$ cat src/rtl/lsu.sv
// Load/store unit: one outstanding bus transfer, byte-lane enables,
// load sign/zero formatting, alignment faults and a bounded ack wait.
module lsu #(
   parameter int XLEN    = 32,
   parameter int TIMEOUT = 255
) (
   input  logic            clk,
   input  logic            rst,
   input  logic [2:0]      funct3,
   input  logic [XLEN-1:0] result,
   input  logic [XLEN-1:0] reg_out,
   input  logic            mm_we,
   input  logic            mm_re,
   output logic [XLEN-1:0] rd_data,
   output logic            rd_valid,
   output logic            busy,
   output logic            fault,
   output logic            bus_req,
   output logic            bus_we,
   output logic [XLEN-1:0] bus_addr,
   output logic [XLEN-1:0] bus_wdata,
   output logic [3:0]      bus_be,
   input  logic            bus_ack,
   input  logic [XLEN-1:0] bus_rdata
);
   localparam int CW = (TIMEOUT < 2) ? 1 : $clog2(TIMEOUT);

   typedef enum logic [1:0] {S_IDLE, S_BUS, S_DONE} state_t;

   state_t          r_state;
   state_t          w_next;
   logic [CW-1:0]   r_cnt;
   logic [2:0]      r_f3;
   logic [1:0]      r_lo;
   logic [XLEN-1:0] r_rd_data;
   logic            r_rd_valid;
   logic            r_fault;
   logic            r_bus_req;
   logic            r_bus_we;
   logic [XLEN-1:0] r_bus_addr;
   logic [XLEN-1:0] r_bus_wdata;
   logic [3:0]      r_bus_be;

   logic            w_mem;
   logic            w_f3_ok;
   logic            w_align;
   logic            w_legal;
   logic            w_go;
   logic            w_tmo;
   logic [3:0]      w_be;
   logic [XLEN-1:0] w_wdata;
   logic [XLEN-1:0] w_lane;
   logic [XLEN-1:0] w_load;

   assign w_mem   = mm_we | mm_re;
   assign w_align = ~((funct3[1:0] == 2'b01 & result[0]) |
                      (funct3[1:0] == 2'b10 & |result[1:0]));
   assign w_legal = w_f3_ok & w_align;
   assign w_go    = (r_state == S_IDLE) & w_mem & w_legal;
   assign w_tmo   = ~bus_ack & (r_cnt == CW'(TIMEOUT - 1));
   assign busy    = ~rst & (w_go | (r_state == S_BUS));

   // Unsigned widths exist only for loads
   always_comb begin
      w_f3_ok = 1'b0;
      unique case (funct3)
         3'b000, 3'b001, 3'b010: w_f3_ok = 1'b1;
         3'b100, 3'b101:         w_f3_ok = ~mm_we;
         default:                w_f3_ok = 1'b0;
      endcase
   end

   always_comb begin
      w_be    = 4'b1111;
      w_wdata = reg_out;
      unique case (funct3[1:0])
         2'b00: begin
            w_be    = 4'b0001 << result[1:0];
            w_wdata = {(XLEN/8){reg_out[7:0]}};
         end
         2'b01: begin
            w_be    = result[1] ? 4'b1100 : 4'b0011;
            w_wdata = {(XLEN/16){reg_out[15:0]}};
         end
         default: begin
            w_be    = 4'b1111;
            w_wdata = reg_out;
         end
      endcase
      if (!mm_we)
         w_wdata = '0;
   end

   assign w_lane = bus_rdata >> {r_lo, 3'b000};

   always_comb begin
      w_load = bus_rdata;
      unique case (r_f3[1:0])
         2'b00:   w_load = {{(XLEN-8){w_lane[7] & ~r_f3[2]}},
                            w_lane[7:0]};
         2'b01:   w_load = {{(XLEN-16){w_lane[15] & ~r_f3[2]}},
                            w_lane[15:0]};
         default: w_load = bus_rdata;
      endcase
   end

   always_comb begin
      w_next = r_state;
      unique case (r_state)
         S_IDLE:  if (w_go) w_next = S_BUS;
         S_BUS:   if (bus_ack || w_tmo) w_next = S_DONE;
         S_DONE:  w_next = S_IDLE;
         default: w_next = S_IDLE;
      endcase
   end

   always_ff @(posedge clk) begin
      if (rst) r_state <= S_IDLE;
      else     r_state <= w_next;
   end

   always_ff @(posedge clk) begin
      if (rst) begin
         r_cnt       <= '0;
         r_f3        <= '0;
         r_lo        <= '0;
         r_rd_data   <= '0;
         r_rd_valid  <= 1'b0;
         r_fault     <= 1'b0;
         r_bus_req   <= 1'b0;
         r_bus_we    <= 1'b0;
         r_bus_addr  <= '0;
         r_bus_wdata <= '0;
         r_bus_be    <= '0;
      end else begin
         r_rd_valid <= 1'b0;
         r_fault    <= 1'b0;
         unique case (r_state)
            S_IDLE: begin
               if (!w_mem) begin
                  r_rd_data  <= result;
                  r_rd_valid <= 1'b1;
               end else if (!w_legal) begin
                  r_fault <= 1'b1;
               end else begin
                  r_cnt       <= '0;
                  r_f3        <= funct3;
                  r_lo        <= result[1:0];
                  r_bus_req   <= 1'b1;
                  r_bus_we    <= mm_we;
                  r_bus_addr  <= {result[XLEN-1:2], 2'b00};
                  r_bus_wdata <= w_wdata;
                  r_bus_be    <= w_be;
               end
            end
            S_BUS: begin
               if (bus_ack) begin
                  r_bus_req <= 1'b0;
                  if (!r_bus_we) begin
                     r_rd_data  <= w_load;
                     r_rd_valid <= 1'b1;
                  end
               end else if (w_tmo) begin
                  r_bus_req <= 1'b0;
                  r_fault   <= 1'b1;
               end else begin
                  r_cnt <= r_cnt + 1'b1;
               end
            end
            default: ;
         endcase
      end
   end

   assign rd_data   = r_rd_data;
   assign rd_valid  = r_rd_valid;
   assign fault     = r_fault;
   assign bus_req   = r_bus_req;
   assign bus_we    = r_bus_we;
   assign bus_addr  = r_bus_addr;
   assign bus_wdata = r_bus_wdata;
   assign bus_be    = r_bus_be;

endmodule

$ cat config.mk
export PLATFORM = sky130hd
export DESIGN_NAME = lsu
export DESIGN_NICKNAME = d
export VERILOG_FILES = /design/src/rtl/lsu.sv
export SDC_FILE = /design/constraint.sdc
export NUM_CORES = 1
export LEC_CHECK = 0
export CORE_AREA = 2 2 112 114
export DETAILED_ROUTE_END_ITERATION = 8
export DIE_AREA = 0 0 114 116
export PLACE_DENSITY = 0.82
export SYNTH_ARGS = -nofsm -noshare
export SYNTH_HDL_FRONTEND = slang
export SYNTH_SLANG_ARGS = --single-unit
$ cat constraint.sdc
create_clock -name clk -period 4.1 [get_ports clk]
set_input_delay 1.23 -clock clk [delete_from_list [all_inputs] [get_ports clk]]
set_output_delay 1.23 -clock clk [all_outputs]
set_load 0.02 [all_outputs]
==> flow_summary.json, run 1 <==
{
  "yosys_register_bits": 117,
  "hold_slack_ns": 0.449,
  "cp_cell_sequence": "clkdlybuf4s50_1, a221oi_2, o21ai_0, a211oi_1, clkbuf_2",
  "rows": 40,
  "end_kind": "output port",
  "synth_top_area_cell": "dfxtp_1",
  "relSlewSlack_pct": 32.9,
  "clkTransAtPathRegs_ns": 0.06,
  "powerDensity_mw_per_mm2": 409,
  "ctsHoldBuffers": 0,
  "netlist_top_cells_count": "164 x nand2_1, 117 x dfxtp_1, 96 x a21oi_1",
  "gr-total-overflow": 0,
  "grt_pass1_vias": 5959,
  "mappedNetlistArea_mm2": 0.00574,
  "r2r_setup_slack_ns": 1.45,
  "num_vias": 6255,
  "finalHoldViolCount": 0,
  "cp.required_ns": 2.87,
  "yosys_warnings": 0,
  "grt_max_degree": 72,
  "cp-start-kind": "primary input",
  "synth.distinct_cells": 55,
  "clock-sinks": 117,
  "clock_skew_ns": 0.00529,
  "die_w_um": 114,
  "cp.arrival_ns": 2.78,
  "synthArstFlopShare_pct": 0,
  "die-area_mm2": 0.0132,
  "post-route-util_pct": 71.1,
  "start_util_pct": 48.2,
  "p_seq_share_pct": 36.4,
  "worstHoldStart": "bus_wdata[7]",
  "critPathSlowestCell": "clkdlybuf4s50_1",
  "drtIter0Drc": 775,
  "cts_max_path_buffers": 2,
  "synth_ff_type": "dfxtp_1",
  "cts_setup_buffers": 0,
  "tightest_slew_ns": 1.01,
  "syn_avg_cell_area_um2": 8.10,
  "root_buffer": "clkbuf_16",
  "drive_gt1_share_pct": 9.52,
  "fill_cells": 915,
  "synth-seq-area-share_pct": 40.8,
  "maxSlewViolCount": 0,
  "synth_area_leaders": "dfxtp_1 41%, nand2_1 11%, a21oi_1 8.4%",
  "wl_per_cell_um": 19.5,
  "drtAntennaViolNets": 0,
  "firstDrtPassIters": 5,
  "dpl.hpwl_mm": 14.6,
  "syn_to_final_growth_pct": 47.7,
  "diodes": 0,
  "switching_share_pct": 28.1,
  "synth_most_common_cell": "nand2_1",
  "startpoint": "result[0]",
  "vdd_ir_drop_max_uv": 257,
  "drc": 0,
  "final.min_clock_period_ns": 4.01,
  "max_stage_delay_ns": 0.52,
  "power.leakage_nw": 2.89,
  "die_h_um": 116,
  "grt_pass1_wl_mm": 31.5,
  "synth_edf_count": 0,
  "cts_inserted_buffers": 17,
  "cp_num_buf_inv": 2,
  "clock_latency_ns": 0.42,
  "hold_class": "reg2reg",
  "nNetsFinal": 996,
  "r2r-start": "r_lo[1]",
  "p_int_w": 0.00250,
  "grt_setup_unrepaired": "no",
  "cts_tree": "done",
  "switchingPower_w": 0.000973,
  "io_pins": 209,
  "core-area_mm2": 0.0119,
  "finalCritPeriodShare_pct": 97.9,
  "finalSetupViolCount": 0,
  "drv_cap": 0,
  "wl_mm": 20.5,
  "grt_usage_pct": 30.7,
  "clock.fmax_mhz": 249,
  "viasPerCell": 5.96,
  "combPwrFrac_pct": 19.8,
  "antenna_found_initial": 0,
  "synth_cells": 708,
  "synth_top_area_share_pct": 40.8,
  "gp_congestion": 0.928,
  "port-buffer-count": 206,
  "worstSetupPathType": "in2out",
  "htreeDepth": 4,
  "clockPowerShare_pct": 43.8,
  "power_w": 0.00347,
  "outcome": "complete, no violations",
  "path_max_fanout": 4,
  "cp_top_family": "compound AO/OA/AOI/OAI gates"
}
==> worst paths after layout <==
kind / end / cells past startpoint
worst min register to register: bus_wdata[7] / 2
worst max register to register: rd_data[28] / 4
worst min-delay path: bus_wdata[7] / 2
worst max-delay path: busy / 5
==> layout make-up <==
type	count	area (um2)	area share, %
clock buffers	20	447	5.27
flip-flops and latches	117	2340	27.6
repair buffers	227	2240	26.4
multi-input cells	512	3050	36.0
clock inverters	12	154	1.82
well taps	147	184	2.17
inverters	15	56.3	0.665
==> power groups by stage <==
stage / Clock [W] / Sequential (W) / Combinational (W)
CTS: 0.00153 / 0.00126 / 0.000683
floorplan: 0 / 0.00134 / 0.000278
global route: 0.00158 / 0.00127 / 0.000731
finish: 0.00152 / 0.00126 / 0.000686
global placement: 0 / 0.00128 / 0.000669
detailed placement: 0 / 0.00128 / 0.000678
==> cells by family after synthesis <==
family	count (synthesis)	synth area share, %
xor gates and xnor gates	3	0.458
other	1	0.0654
and+or+nand+nor	272	22.6
adders and majority gates	2	0.436
AOI/OAI and AO/OA	199	22.8
buffers and inverters	80	6.26
muxes	34	6.52
DFF	117	40.8
==> cell usage in the layout, fill, tap and decap left out, types with 3 or more instances in the layout <==
| master | instances |
|---|---|
| clkdlybuf4s50_1 | 204 |
| dfxtp_1 | 117 |
| nand2_1 | 164 |
| nand2b_1 | 4 |
| xor2_1 | 3 |
| or4bb_1 | 4 |
| a311oi_1 | 5 |
| a221oi_2 | 3 |
| o211ai_1 | 8 |
| nand3b_1 | 16 |
| mux2i_1 | 16 |
| o221ai_1 | 7 |
| nor3_1 | 5 |
| mux2_2 | 17 |
| nor3b_1 | 7 |
| nand3_1 | 27 |
| clkinv_2 | 3 |
| clkbuf_16 | 17 |
| a221oi_1 | 14 |
| a211oi_1 | 10 |
| o21ai_0 | 21 |
| nand4bb_1 | 6 |
| clkinvlp_4 | 3 |
| bufinv_16 | 3 |
| buf_4 | 20 |
| a21oi_1 | 96 |
| nor2_1 | 25 |
| inv_1 | 14 |
| o2111ai_1 | 23 |
==> sequential cells by signal (all words and copies together), names as in the netlist <==
| name | count |
|---|---|
| bus_addr | 30 |
| bus_be | 4 |
| bus_req | 1 |
| bus_wdata | 32 |
| bus_we | 1 |
| fault | 1 |
| r_cnt | 8 |
| r_f3 | 3 |
| r_lo | 2 |
| r_state | 2 |
| rd_data | 32 |
| rd_valid | 1 |
==> metal layers <==
layer	track usage (%)	vias up	share of wire [%]
met2	51.5	336	47
met3	8.79	50	9.6
met5	0	-	0
li1	-	2909	-
met1	36.7	2960	39
met4	13.6	0	3.8
==> worst register-to-register path, delay by kind of cell, from the launching register on <==
family / cells / cell delay (ns)
flops: 1 / 0.98
compound gates: 3 / 0.87
mux: 1 / 0.63
==> through the flow <==
stage | cell area [um2] | setup WS, ns | setup TNS (ns) | std cells
5_1_grt | 8470 | 0.00745 | 0 | 1050
6_report | 8470 | 0.0865 | 0 | 1050
3_3_place_gp | 7880 | -0.192 | -0.192 | 1018
2_1_floorplan | 5740 | 0.428 | 0 | 709
3_5_place_dp | 7880 | -0.284 | -0.284 | 1018
4_1_cts | 8480 | 0.00721 | 0 | 1050
==> timing repair <==
item | 4_1_cts | 5_1_grt
endpoints found under the setup margin | 1 | 1
cloned | 0 | 0
resized for setup | 3 | 1
(Power assumes the default switching activity.)
==> inputs of run 2 (changes only) <==
--- a/config.mk
+++ b/config.mk
@@ -8,6 +8,7 @@
 export CORE_AREA = 2 2 112 114
 export DETAILED_ROUTE_END_ITERATION = 8
 export DIE_AREA = 0 0 114 116
+export HOLD_SLACK_MARGIN = 0.02
 export PLACE_DENSITY = 0.82
 export SYNTH_ARGS = -nofsm -noshare
 export SYNTH_HDL_FRONTEND = slang
==> results of run 2 <==
Same layout as run 1: the final DEF is identical, and so are final timing and power.
